### config.mk
export PLATFORM = sky130hd
export DESIGN_NAME = ram_arbiter
export DESIGN_NICKNAME = d
export VERILOG_FILES = /design/src/rtl/ram_arbiter_pkg.sv /design/src/rtl/ram_arbiter_pick.sv /design/src/rtl/ram_arbiter.sv
export SDC_FILE = /design/constraint.sdc
export NUM_CORES = 1
export LEC_CHECK = 0
export ABC_AREA = 1
export BUFFER_PORTS_ARGS = -buffer_cell sky130_fd_sc_hd__buf_4
export CAP_MARGIN = 40
export CORE_UTILIZATION = 39
export DETAILED_ROUTE_END_ITERATION = 8
export HOLD_SLACK_MARGIN = 0.15
export PLACE_DENSITY = 0.72
export SETUP_SLACK_MARGIN = 0.5
export SLEW_MARGIN = 20
export SYNTH_ARGS = -nofsm -noshare
export SYNTH_HDL_FRONTEND = slang
export SYNTH_SLANG_ARGS = --single-unit
### constraint.sdc
create_clock -name clk -period 2.1 [get_ports clk]
set_input_delay 0.315 -clock clk [delete_from_list [all_inputs] [get_ports clk]]
set_output_delay 0.315 -clock clk [all_outputs]
set_load 0.03 [all_outputs]
### src/rtl/ram_arbiter_pkg.sv
// Shared types, encodings and defaults for the two-master RAM arbiter.
// Holds the FSM/owner encodings and the per-master request payload.
package ram_arbiter_pkg;

  localparam int unsigned ADDR_BITS_DEF     = 14;
  localparam int unsigned DMA_BURST_MAX_DEF = 4;
  localparam int unsigned ADDR_W            = 16;
  localparam int unsigned DATA_W            = 16;
  localparam int unsigned BURST_W           = 4;
  localparam int unsigned GRANT_CNT_W       = 16;
  localparam int unsigned ERR_CNT_W         = 8;

  typedef enum logic [1:0] {
    ST_IDLE   = 2'd0,
    ST_ACCESS = 2'd1,
    ST_DONE   = 2'd2
  } state_t;

  typedef enum logic {
    OWN_CPU = 1'b0,
    OWN_DMA = 1'b1
  } owner_t;

  typedef struct packed {
    logic              we;
    logic              byte_op;
    logic [ADDR_W-1:0] a;
    logic [DATA_W-1:0] di;
  } mst_req_t;

  // Byte reads pick the addressed lane (odd = high byte) and zero-extend.
  function automatic logic [DATA_W-1:0] read_lane(
    input logic              byte_op,
    input logic              a0,
    input logic [DATA_W-1:0] word
  );
    if (!byte_op) begin
      return word;
    end
    return a0 ? {8'h00, word[15:8]} : {8'h00, word[7:0]};
  endfunction

endpackage

### src/rtl/ram_arbiter_pick.sv
// Winner selection between CPU and DMA with a DMA burst limiter.
// DMA wins by default; after DMA_BURST_MAX DMA grants against a waiting CPU, CPU is forced.
module ram_arbiter_pick
  import ram_arbiter_pkg::*;
#(
  parameter int unsigned DMA_BURST_MAX = DMA_BURST_MAX_DEF
) (
  input  logic   clk,
  input  logic   rst_n,
  input  logic   cpu_req,
  input  logic   dma_req,
  input  logic   idle,
  input  logic   grant,
  output logic   grant_valid_c,
  output owner_t grant_owner_c
);

  logic [BURST_W-1:0] burst_cnt;
  logic               force_cpu_c;

  assign force_cpu_c   = cpu_req && (burst_cnt == BURST_W'(DMA_BURST_MAX));
  assign grant_valid_c = cpu_req || dma_req;
  assign grant_owner_c = (dma_req && !force_cpu_c) ? OWN_DMA : OWN_CPU;

  // Counts DMA grants made while the CPU is kept waiting.
  always_ff @(posedge clk or negedge rst_n) begin
    if (!rst_n) begin
      burst_cnt <= '0;
    end else if (idle) begin
      if (!cpu_req) begin
        burst_cnt <= '0;
      end else if (grant) begin
        if (grant_owner_c == OWN_CPU) begin
          burst_cnt <= '0;
        end else if (burst_cnt != BURST_W'(DMA_BURST_MAX)) begin
          burst_cnt <= burst_cnt + BURST_W'(1);
        end
      end
    end
  end

endmodule

### src/rtl/ram_arbiter.sv
// Two-master (CPU/DMA) arbiter and one-cycle sequencer for the byte-capable static RAM.
// Optional RAM_ARB_STATS_EN adds saturating grant/error counters; RAM_DO is taken as the full addressed word.
module ram_arbiter
  import ram_arbiter_pkg::*;
#(
  parameter int unsigned ADDR_BITS     = ADDR_BITS_DEF,
  parameter int unsigned DMA_BURST_MAX = DMA_BURST_MAX_DEF
) (
  input  logic              clk,
  input  logic              reset_n,
  input  logic              cpu_req,
  input  logic              cpu_we,
  input  logic              cpu_byte,
  input  logic [ADDR_W-1:0] cpu_a,
  input  logic [DATA_W-1:0] cpu_di,
  output logic [DATA_W-1:0] cpu_do,
  output logic              cpu_ack,
  output logic              cpu_err,
  input  logic              dma_req,
  input  logic              dma_we,
  input  logic              dma_byte,
  input  logic [ADDR_W-1:0] dma_a,
  input  logic [DATA_W-1:0] dma_di,
  output logic [DATA_W-1:0] dma_do,
  output logic              dma_ack,
  output logic              dma_err,
  output logic [ADDR_W-1:0] ram_a,
  output logic [DATA_W-1:0] ram_di,
  input  logic [DATA_W-1:0] ram_do,
  output logic              ram_ce_n,
  output logic              ram_we_n,
  output logic              ram_byte_op
`ifdef RAM_ARB_STATS_EN
  ,
  output logic [GRANT_CNT_W-1:0] cpu_grants,
  output logic [GRANT_CNT_W-1:0] dma_grants,
  output logic [ERR_CNT_W-1:0]   err_count
`endif
);

  state_t            state, state_nxt;
  owner_t            owner, owner_nxt;
  logic              cmd_we, cmd_we_nxt;
  logic [DATA_W-1:0] cpu_do_nxt, dma_do_nxt;
  logic              cpu_ack_nxt, cpu_err_nxt, dma_ack_nxt, dma_err_nxt;
  logic [ADDR_W-1:0] ram_a_nxt;
  logic [DATA_W-1:0] ram_di_nxt;
  logic              ram_ce_n_nxt, ram_we_n_nxt, ram_byte_op_nxt;

  mst_req_t          cpu_in, dma_in, sel_in;
  logic              grant_valid_c;
  owner_t            grant_owner_c;
  logic              idle_c, enter_c, sel_err_c, owner_req_c;

  assign cpu_in      = '{we: cpu_we, byte_op: cpu_byte, a: cpu_a, di: cpu_di};
  assign dma_in      = '{we: dma_we, byte_op: dma_byte, a: dma_a, di: dma_di};
  assign sel_in      = (grant_owner_c == OWN_DMA) ? dma_in : cpu_in;
  assign sel_err_c   = |(sel_in.a >> ADDR_BITS);
  assign idle_c      = (state == ST_IDLE);
  assign enter_c     = idle_c && grant_valid_c;
  assign owner_req_c = (owner == OWN_DMA) ? dma_req : cpu_req;

  ram_arbiter_pick #(
    .DMA_BURST_MAX(DMA_BURST_MAX)
  ) u_pick (
    .clk          (clk),
    .rst_n        (reset_n),
    .cpu_req      (cpu_req),
    .dma_req      (dma_req),
    .idle         (idle_c),
    .grant        (enter_c),
    .grant_valid_c(grant_valid_c),
    .grant_owner_c(grant_owner_c)
  );

  // State and all registered outputs; RAM strobes return inactive at once on reset.
  always_ff @(posedge clk or negedge reset_n) begin
    if (!reset_n) begin
      state       <= ST_IDLE;
      owner       <= OWN_CPU;
      cmd_we      <= 1'b0;
      cpu_do      <= '0;
      dma_do      <= '0;
      cpu_ack     <= 1'b0;
      cpu_err     <= 1'b0;
      dma_ack     <= 1'b0;
      dma_err     <= 1'b0;
      ram_a       <= '0;
      ram_di      <= '0;
      ram_ce_n    <= 1'b1;
      ram_we_n    <= 1'b1;
      ram_byte_op <= 1'b0;
    end else begin
      state       <= state_nxt;
      owner       <= owner_nxt;
      cmd_we      <= cmd_we_nxt;
      cpu_do      <= cpu_do_nxt;
      dma_do      <= dma_do_nxt;
      cpu_ack     <= cpu_ack_nxt;
      cpu_err     <= cpu_err_nxt;
      dma_ack     <= dma_ack_nxt;
      dma_err     <= dma_err_nxt;
      ram_a       <= ram_a_nxt;
      ram_di      <= ram_di_nxt;
      ram_ce_n    <= ram_ce_n_nxt;
      ram_we_n    <= ram_we_n_nxt;
      ram_byte_op <= ram_byte_op_nxt;
    end
  end

  // Next state and next output values; RAM strobes default inactive.
  always_comb begin
    state_nxt       = state;
    owner_nxt       = owner;
    cmd_we_nxt      = cmd_we;
    cpu_do_nxt      = cpu_do;
    dma_do_nxt      = dma_do;
    cpu_ack_nxt     = cpu_ack;
    cpu_err_nxt     = cpu_err;
    dma_ack_nxt     = dma_ack;
    dma_err_nxt     = dma_err;
    ram_a_nxt       = ram_a;
    ram_di_nxt      = ram_di;
    ram_ce_n_nxt    = 1'b1;
    ram_we_n_nxt    = 1'b1;
    ram_byte_op_nxt = ram_byte_op;

    case (state)
      ST_IDLE: begin
        if (grant_valid_c) begin
          owner_nxt  = grant_owner_c;
          cmd_we_nxt = sel_in.we;
          if (sel_err_c) begin
            state_nxt = ST_DONE;
            if (grant_owner_c == OWN_DMA) begin
              dma_ack_nxt = 1'b1;
              dma_err_nxt = 1'b1;
            end else begin
              cpu_ack_nxt = 1'b1;
              cpu_err_nxt = 1'b1;
            end
          end else begin
            state_nxt       = ST_ACCESS;
            ram_ce_n_nxt    = 1'b0;
            ram_we_n_nxt    = !sel_in.we;
            ram_a_nxt       = sel_in.byte_op ? sel_in.a : {sel_in.a[ADDR_W-1:1], 1'b0};
            ram_di_nxt      = sel_in.di;
            ram_byte_op_nxt = sel_in.byte_op;
          end
        end
      end
      ST_ACCESS: begin
        state_nxt = ST_DONE;
        if (owner == OWN_DMA) begin
          dma_ack_nxt = 1'b1;
          dma_err_nxt = 1'b0;
          if (!cmd_we) begin
            dma_do_nxt = read_lane(ram_byte_op, ram_a[0], ram_do);
          end
        end else begin
          cpu_ack_nxt = 1'b1;
          cpu_err_nxt = 1'b0;
          if (!cmd_we) begin
            cpu_do_nxt = read_lane(ram_byte_op, ram_a[0], ram_do);
          end
        end
      end
      ST_DONE: begin
        if (!owner_req_c) begin
          state_nxt   = ST_IDLE;
          cpu_ack_nxt = 1'b0;
          cpu_err_nxt = 1'b0;
          dma_ack_nxt = 1'b0;
          dma_err_nxt = 1'b0;
        end
      end
      default: begin
        state_nxt = ST_IDLE;
      end
    endcase
  end

`ifdef RAM_ARB_STATS_EN
  // Saturating per-owner grant counts (errors included) and total error count.
  always_ff @(posedge clk or negedge reset_n) begin
    if (!reset_n) begin
      cpu_grants <= '0;
      dma_grants <= '0;
      err_count  <= '0;
    end else if (enter_c) begin
      if (grant_owner_c == OWN_DMA) begin
        if (dma_grants != '1) dma_grants <= dma_grants + GRANT_CNT_W'(1);
      end else begin
        if (cpu_grants != '1) cpu_grants <= cpu_grants + GRANT_CNT_W'(1);
      end
      if (sel_err_c && (err_count != '1)) begin
        err_count <= err_count + ERR_CNT_W'(1);
      end
    end
  end
`endif

endmodule
=== Word level (Yosys, flattened, before mapping) ===
Cells that the tools add are included.

* Equality and inequality tests: 13
* $add $sub $neg: 1
* Mux-type cells: 43
* Reductions and logical operators: 17
* Bitwise operators: 3

{| class="wikitable"
|+ Operators by type and width
! operator !! number
|-
| 2-to-1 mux 16 bit || 3
|-
| 2-to-1 mux 34 bit || 1
|-
| 2-to-1 mux 1 bit || 26
|-
| 2-to-1 mux 4 bit || 4
|-
| != test 2 bit, second input constant || 6
|-
| one-hot mux 1 bit (3 select lines) || 4
|-
| AND reduction 3 bit || 4
|-
| AND reduction 6 bit || 2
|-
| 2-to-1 mux 8 bit || 1
|-
| 2-to-1 mux 2 bit || 3
|-
| one-hot mux 2 bit (3 select lines) || 1
|-
| adder 4 x 1 -> 4 bit, second input constant || 1
|-
| == test 4 x 3 -> 1 bit, second input constant || 1
|-
| != test 2 x 1 -> 1 bit, second input constant || 2
|-
| != test 4 x 3 -> 1 bit, second input constant || 1
|-
| AND reduction 2 bit || 2
|-
| logical AND 1 bit || 3
|-
| != test 3 x 2 -> 1 bit, second input constant || 1
|-
| inverter 1 bit || 3
|-
| nonzero test 3 bit || 1
|-
| == test 2 x 1 -> 1 bit, second input constant || 1
|-
| == test 2 bit, second input constant || 1
|-
| logical NOT 1 bit || 2
|-
| logical NOT 2 bit || 1
|-
| 2 further kinds || 2
|}

* Input port bits: 88
* Flip-flop bits (word level): 79
* Output and inout port bits: 71
* Logic and storage cells: 92

=== Logic depth before layout (Yosys ltp) ===
Gate-level depths: netlist of run 1.

* Word-level depth: 10
* Gate-level depth with buffers: 12
* Depth with buffers taken out: 11

=== By module ===
A second synthesis of run 1 with hierarchy kept.

* Cells, all modules: 493
* Area total of the unflattened synthesis: 3981.3 sq um

{| class="wikitable"
|+ By module, submodules not included
! module !! cells each !! sequential area each (sq um) !! times used !! area an instance (sq um)
|-
| ram_arbiter || 451 || 1879.3 || 1 || 3694.8
|-
| ram_arbiter_pick || 42 || 100.1 || 1 || 286.5
|}

=== Worst setup path after synthesis of run 1 ===
No wires, ideal clock.

* Path kind: register to register
* Start: register state[1]
* End: register cpu_do[0]
* Stages on the path, launching flop included: 7
* Arrival: 1.478 ns
* Buffers on the path: 1
* Slack: 0.497 ns
* Required time: 1.975 ns
* Period minus slack after synthesis: 1.603 ns
* Cell sequence: dfrtp_1 > inv_1 > ha_1 > nand2_1 > nor2_2 > buf_4 > mux2_2

* Word-level cells in the longest chain between the ends: 2

{| class="wikitable"
|+ RTL lines
! what !! RTL line !! RTL
|-
| start, declared || ram_arbiter.sv:41 || <nowiki>state_t state, state_nxt;</nowiki>
|-
| start signal, assigned || ram_arbiter.sv:94 || <nowiki>state <= state_nxt;</nowiki>
|-
| == test 2 x 1 -> 1 bit || ram_arbiter.sv:128 || <nowiki>case (state)</nowiki>
|-
| AND reduction 3 bit (no line) || n/a ||
|-
| end signal, assigned || ram_arbiter.sv:97 || <nowiki>cpu_do <= cpu_do_nxt;</nowiki>
|-
| end, declared || ram_arbiter.sv:16 || <nowiki>output logic [DATA_W-1:0] cpu_do,</nowiki>
|}

No other way between the ends.
A chain may end at the register's enable or synchronous reset.

=== Final worst setup path of run 1 ===
* Start: register u_pick.burst_cnt[1]
* End: register ram_di[2]

* Word-level cells in the longest chain between the ends: 9

{| class="wikitable"
|+ RTL lines
! what !! RTL line !! RTL
|-
| start, declared || ram_arbiter_pick.sv:18 || <nowiki>logic [BURST_W-1:0] burst_cnt;</nowiki>
|-
| start signal, assigned || ram_arbiter_pick.sv:36 || <nowiki>burst_cnt <= burst_cnt + BURST_W'(1);</nowiki>
|-
| == test 4 x 3 -> 1 bit (*) || ram_arbiter_pick.sv:21 || <nowiki>assign force_cpu_c = cpu_req && (burst_cnt == BURST_W'(DMA_BURST_MAX));</nowiki>
|-
| logical AND 1 bit (*) || ram_arbiter_pick.sv:21 ||
|-
| logical NOT 1 bit (*) || ram_arbiter_pick.sv:23 || <nowiki>assign grant_owner_c = (dma_req && !force_cpu_c) ? OWN_DMA : OWN_CPU;</nowiki>
|-
| logical AND 1 bit (*) || ram_arbiter_pick.sv:23 ||
|-
| 2-to-1 mux 1 bit (*) || ram_arbiter_pick.sv:23 ||
|-
| 2-to-1 mux 34 bit (*) || ram_arbiter.sv:57 || <nowiki>assign sel_in = (grant_owner_c == OWN_DMA) ? dma_in : cpu_in;</nowiki>
|-
| OR reduction 2 bit || ram_arbiter.sv:58 || <nowiki>assign sel_err_c = |(sel_in.a >> ADDR_BITS);</nowiki>
|-
| inverter 1 bit (no line) || n/a ||
|-
| AND reduction 3 bit (no line) || n/a ||
|-
| end signal, assigned || ram_arbiter.sv:104 || <nowiki>ram_di <= ram_di_nxt;</nowiki>
|-
| end, declared || ram_arbiter.sv:28 || <nowiki>output logic [DATA_W-1:0] ram_di,</nowiki>
|}

Every way passes the cells marked *; elsewhere a longest branch is shown, timed or not.

==> results of run 1 <==
[cell usage in the layout, fill, tap and decap left out, types with 2 or more instances in the layout]
master	instances
mux2_2	32
inv_2	7
clkinvlp_4	2
nand3_1	6
clkbuf_16	6
nor2_1	15
nand4_1	4
buf_12	6
ha_1	3
o22ai_1	3
o21ai_2	2
inv_6	3
nand2_4	4
o21ai_0	9
or2_2	3
nor2_4	3
dfstp_2	2
nand2_1	190
nand2_8	2
inv_1	20
nand3_2	3
dfrtp_1	76
ha_4	2
buf_4	167
o21ai_1	3
clkbuf_8	9
nand2_2	24
buf_6	4
[routing by layer]
metal	share of wire (%)	wire length [microns]	up-vias	track usage, %
met1	42	4410	1643	23.6
li1	-	-	1732	-
met2	51	5350	139	35.1
met5	0	0	-	0
met3	5.6	584	14	4.51
met4	1.3	136	0	6.58
[cells by family (layout without fill, tap and decap cells)]
logic type,Yosys count,in the layout,synth area share [%]
AOI/OAI and AO/OA,19,19,2.71
xor gates and xnor gates,2,2,0.462
adders and majority gates,6,6,1.98
buffers and inverters,45,229,5.77
DFF,79,79,52.2
muxes,32,32,9.50
and+or+nand+nor,257,257,27.4
[flip-flops by register name (all words and copies together) (netlist names)]
register,count
ram_di,16
ram_ce_n,1
state,2
dma_ack,1
ram_a,16
dma_do,16
ram_byte_op,1
cpu_do,16
dma_err,1
u_pick.burst_cnt,4
cmd_we,1
ram_we_n,1
cpu_ack,1
owner,1
cpu_err,1
[where the power goes]
| group | switching, uW | internal (uW) |
|---|---|---|
| Sequential | 417 | 2180 |
| Clock | 588 | 441 |
| Combinational | 2530 | 1780 |
[path summary, 6_finish.rpt]
check	startpoint	end	cells after the start
min reg2reg	ram_a[14]	ram_a[14]	2
max reg2reg	u_pick.burst_cnt[1]	ram_di[2]	12
min in group asynchronous	reset_n	cpu_do[14]	2
max	u_pick.burst_cnt[1]	ram_di[2]	12
min	dma_a[10]	ram_a[10]	5
max in group asynchronous	reset_n	ram_we_n	3
[cell type report]
type | count | area, sq um
fillers | 813 | 3540
flip-flops and latches | 79 | 1980
inverters | 28 | 113
multi-input cells | 316 | 1760
clock inverters | 7 | 55.1
well taps | 129 | 161
repair buffers | 185 | 1590
clock buffers | 9 | 124
[what timing repair did]
item	in CTS	in global routing
hold buffers	1	0
pin swaps	2	14
buffers inserted	3	9
hold endpoints to repair	33	0
cloned	0	8
setup endpoints to repair	68	77
gates resized for setup	6	56
[stage by stage]
step	std cells	hold WS [ps]	total power (uW)	util [%]
2_1_floorplan	440	19.4	5000	-
3_3_place_gp	716	294	6370	54.9
3_5_place_dp	716	300	6470	54.9
4_1_cts	736	234	7560	57.6
5_1_grt	753	238	8440	62.1
6_report	753	253	7930	62.1
[worst reg2reg max path, delay by kind of cell, from the launching register on]
family	cells	cell delay [ps]
fa+ha+maj	1	130
simple gates	7	590
buf+inv	4	400
flops	1	420
[synthesized netlist by cell type]
| library cell | number | area share [%] |
|---|---|---|
| nand3_2 | 1 | 0.26 |
| a21oi_1 | 2 | 0.26 |
| dfstp_2 | 2 | 1.4 |
| mux2_2 | 32 | 9.5 |
| or2_2 | 3 | 0.49 |
| o22ai_1 | 3 | 0.49 |
| buf_6 | 3 | 0.89 |
| nor2_4 | 1 | 0.30 |
| o21ai_0 | 11 | 1.5 |
| ha_1 | 6 | 2.0 |
| o21ai_2 | 1 | 0.23 |
| nand3_4 | 1 | 0.46 |
| buf_2 | 10 | 1.3 |
| xor2_1 | 1 | 0.23 |
| dfrtp_1 | 77 | 51 |
| nand2_1 | 217 | 21 |
| o21ai_1 | 2 | 0.26 |
| nor3_1 | 1 | 0.13 |
| nand2_4 | 1 | 0.30 |
| inv_1 | 25 | 2.5 |
| buf_4 | 4 | 0.79 |
| nand4_1 | 4 | 0.66 |
| nor2_2 | 2 | 0.33 |
| inv_2 | 3 | 0.30 |
| xnor2_1 | 1 | 0.23 |
| nor2_1 | 16 | 1.6 |
| nand2_2 | 2 | 0.33 |
| nand3_1 | 8 | 1.1 |
==> flow_summary.ini, run 1 <==
[place]
dp_worst_setup_slack_ps = 313
gp_congestion = 0.952
hpwl_mm = 6.95
placed_area_sq_um = 5120
portBuffers = 158

[routing]
first_pass_iters = 5
route.detailed.drc = 0
antenna_left = 0
route.vias.total = 3528
drtIter0Drc = 134
wl_per_cell_microns = 13.9
drt-vias-per-instance = 4.69
wirelength_mm = 10.5

[cells_and_area]
antenna_cells = 0
layout-drive-gt1-share_pct = 46.5
fin_area_sq_um = 5790
nNetsFinal = 713
area_delta_synth_final_pct = 52.7

[cts]
clockBufferDepth = 2
h-tree-depth = 3
numCtsBuffers = 9
clk_latency_ps = 350
cts_root_buf = clkbuf_8
cts_sinks = 79
clk_pin_slew_ps = 90
cts_tree = done

[global_routing]
grt_pass1_wl_mm = 15.4
overflow = 0
antenna_found_initial = 0
grt_util_all_layers_pct = 19.7
grt_pass1_vias = 3303
grt_max_degree = 46

[timing]
tightest_slew_ps = 505
period_needed_ps = 1650
fmax_mhz = 607
relSlewSlack_pct = 66.3
skew_ps = 9.50
grt_setup_unrepaired = true
hold_violations = 0
finalWorstSetupSlack_ps = 452
fin_setup_tns_ps = 0
slew_violations = 0
setup_viol = 0
fin_crit_sh_pct = 78.5

[setup_path]
required_ps = 2340
timing.critical_path.buf_inv = 4
r2r_slack_ps = 450
cp_max_fo = 6
end_kind = flip-flop
worstPathArrival_ps = 1890
path_class = flip-flop to flip-flop
worst_path_dominant_cell_family = simple AND/OR/NAND/NOR gates
startpoint_type = flip-flop
cpPeakStageDelay_ps = 420
crit_slowest_cell = dfrtp_1
path_cells = inv_2 -> ha_4 -> nand2_2 -> inv_2 -> nand2_4 -> nand2_8 -> nand2_8 -> nand3_4 -> inv_8 -> clkbuf_16 -> nand2_2 -> nand2_1

[synthesis]
netlist_instances = 440
ys_types = 28
avgSynthCellArea_sq_um = 8.62
ys_ff_latch = 79
yosysWarnings = 0
synth-seq-area-share_pct = 52.2
synthesis.nets = 534
syn_area_sq_um = 3790

[power_and_ir_drop]
power_density_nw_per_um2 = 1370
vdd_drop_max_uv = 692
power.leakage_uw = 0.00319

[die]
core_sq_um = 9330
die_area_sq_um = 10100
rows = 35
die_y_microns = 101
initial_core_util_pct = 40.7
die_x_microns = 101
io_pins = 159

[run_status]
run_status = complete, no violations

[worst_hold_path]
hp-class = primary input to flip-flop

[run]
drv_cap = 0
(Power assumes the default switching activity.)
==> run 2: changes to the inputs <==
ABC_AREA = 0   (was 1)
PLACE_DENSITY = 0.75   (was 0.72)
clock period = 1.49 ns   (was 2.1 ns; I/O delays follow)
==> run 2 against run 1 <==
The flow now finishes with violations (setup timing); utilization rose by 11 points; die area down 1.8%; sequential cell count unchanged; first-iteration DRC count is 35% lower; combinational power increased by 90%; sequential power increased by 54%; non-clock buffer count grew 59; synthesized area shrank 1.8%; clock skew is 5.1 ps higher; clock power up 68%; worst hold slack lost 100 ps; critical path depth shrank 5; largest cell class is now buffers.
==> flow_summary.ini, run 2 <==
[run_status]
run_status = finished with violations
failed_checks = setup timing

[cells_and_area]
antenna_cells = 0
nNetsFinal = 651
layout-drive-gt1-share_pct = 69.2
area_delta_synth_final_pct = 81.9
final_util_pct = 73.3
final_common_cell = buf_4
fin_cells = 691
final_cell_mix = buf_4, buf_6, dfrtp_1

[cts]
hold_buffers = 1
clk_latency_ps = 340
cts_tree = done
clk_pin_slew_ps = 80
numCtsBuffers = 9
clockBufferDepth = 2
h-tree-depth = 3
cts_sinks = 79
cts_root_buf = clkbuf_8

[timing]
hold_violations = 0
fmax_mhz = 514
finalWorstSetupSlack_ps = -455
period_needed_ps = 1940
slew_violations = 0
skew_ps = 14.6
tightest_slew_ps = 351
relSlewSlack_pct = 76.6
fin_crit_sh_pct = 131
grt_setup_unrepaired = true
setup_viol = 46

[global_routing]
grt_pass1_vias = 3454
overflow = 0
grt_util_all_layers_pct = 22.0
grt_pass1_wl_mm = 16.8
grt_max_degree = 40
antenna_found_initial = 0

[place]
dp_cells = 617
gp_congestion = 0.861
portBuffers = 158
dp_worst_setup_slack_ps = -415
hpwl_mm = 7.24

[synthesis]
synth_common_cells = dfrtp_1, mux2_2, nand2_1
yosysWarnings = 0
ys_types = 34
yosys.area.top_type_share_pct = 51.7
netlist_instances = 318
ys_async_sr_fraction_pct = 100
synth_area_leader_cell = dfrtp_1
ys_ff_latch = 79
avgSynthCellArea_sq_um = 11.7
yosys_most_used_dff = dfrtp_1
synthesis.nets = 412
synth-seq-area-share_pct = 53.2
synth_most_common_cell = dfrtp_1
syn_area_sq_um = 3720
synth_edf_count = 0
yosys-top-cells-area = dfrtp_1, mux2_2, o21ai_0

[setup_path]
startpoint_type = flip-flop
path_class = flip-flop to flip-flop
r2r_slack_ps = -450
cp_max_fo = 7
end_kind = flip-flop
worstPathArrival_ps = 2170
required_ps = 1720

[power_and_ir_drop]
p_int_uw = 8350
power.leakage_uw = 0.00335
power_density_nw_per_um2 = 2050
total_power_uw = 13900
vdd_drop_max_uv = 960
p_seq_share_pct = 28.7
clockPowerShare_pct = 12.4
switching_share_pct = 39.9
comb_power_share_pct = 58.9
power.switching_uw = 5550

[routing]
first_pass_iters = 4
wl_per_cell_microns = 16.6
antenna_left = 0
wirelength_mm = 11.5
route.detailed.drc = 0
drtIter0Drc = 87
drt-vias-per-instance = 4.92
route.vias.total = 3402

[die]
io_pins = 159
rows = 35
die_area_sq_um = 9940
initial_core_util_pct = 40.3
core_sq_um = 9240
die_y_microns = 99.7
die_x_microns = 99.7

[run]
drv_cap = 0

[worst_hold_path]
hp-class = primary input to flip-flop
## run 2: stage by stage
step | cell area [sq um] | hold WS, ps | setup TNS, ps
2_1_floorplan | 3920 | -72.1 | -10180
3_3_place_gp | 5360 | 146 | -12200
3_5_place_dp | 5360 | 151 | -14310
4_1_cts | 6210 | 133 | -13000
5_1_grt | 6770 | 133 | -17730
6_report | 6770 | 151 | -15340
## run 2: path summary, 6_finish.rpt
check | to | startpoint | cells past startpoint
worst max-delay path | ram_a[8] | u_pick.burst_cnt[1] | 7
worst min-delay path | ram_we_n | cpu_we | 3
worst max register to register | ram_a[8] | u_pick.burst_cnt[1] | 7
worst min register to register | u_pick.burst_cnt[3] | u_pick.burst_cnt[3] | 1
max in group asynchronous | cpu_do[9] | reset_n | 3
min in group asynchronous | ram_di[1] | reset_n | 2
## run 2: cells by family (layout without fill, tap and decap cells)
group	Yosys count	after routing	share of synthesized area [%]
AOI/OAI and AO/OA	54	54	8.37
adders and majority gates	6	6	2.02
buffers and inverters	31	272	4.27
DFF	79	79	53.2
muxes	77	77	23.2
and+or+nand+nor	71	74	9.04
## run 2: area by class of cell
| class | instances | area, sq um |
|---|---|---|
| fill | 609 | 2470 |
| multi-input combinational | 211 | 2070 |
| clock buffer | 11 | 131 |
| timing repair buffer | 244 | 2300 |
| sequential | 79 | 1980 |
| clock inverter | 5 | 81.3 |
| inverter | 12 | 47.5 |
| tap | 129 | 161 |
## run 2: power by group through the flow
| stage | registers [uW] | clock network (uW) | logic, uW |
|---|---|---|---|
| 5_1_grt | 4100 | 1870 | 8630 |
| 2_1_floorplan | 5530 | 0 | 2000 |
| 4_1_cts | 3990 | 1770 | 7290 |
| 3_5_place_dp | 3780 | 0 | 6170 |
| 3_3_place_gp | 3740 | 0 | 6030 |
| 6_report | 3990 | 1730 | 8190 |
## run 2: what timing repair did
item                       CTS  global route
resized for setup          125            66
hold endpoints to repair    62             1
setup endpoints to repair  150           163
buffers inserted            20            28
pin swaps                   12            21
gates cloned                 4             5
## run 2: routing by layer
layer	share of wire, %	up-vias	global-route usage, %
met5	0	-	0
met4	0.94	0	7.81
met3	5.3	9	4.92
met2	55	120	38.9
met1	38	1678	26.1
li1	-	1595	-
## run 2: worst max-delay path, stage by stage, from the launching register on
cell,delay (ps)
dfrtp_1,390
inv_2,90
ha_4,140
nand4b_1,200
nand2_4,250
buf_12,160
mux2_2,340
mux2_2,260
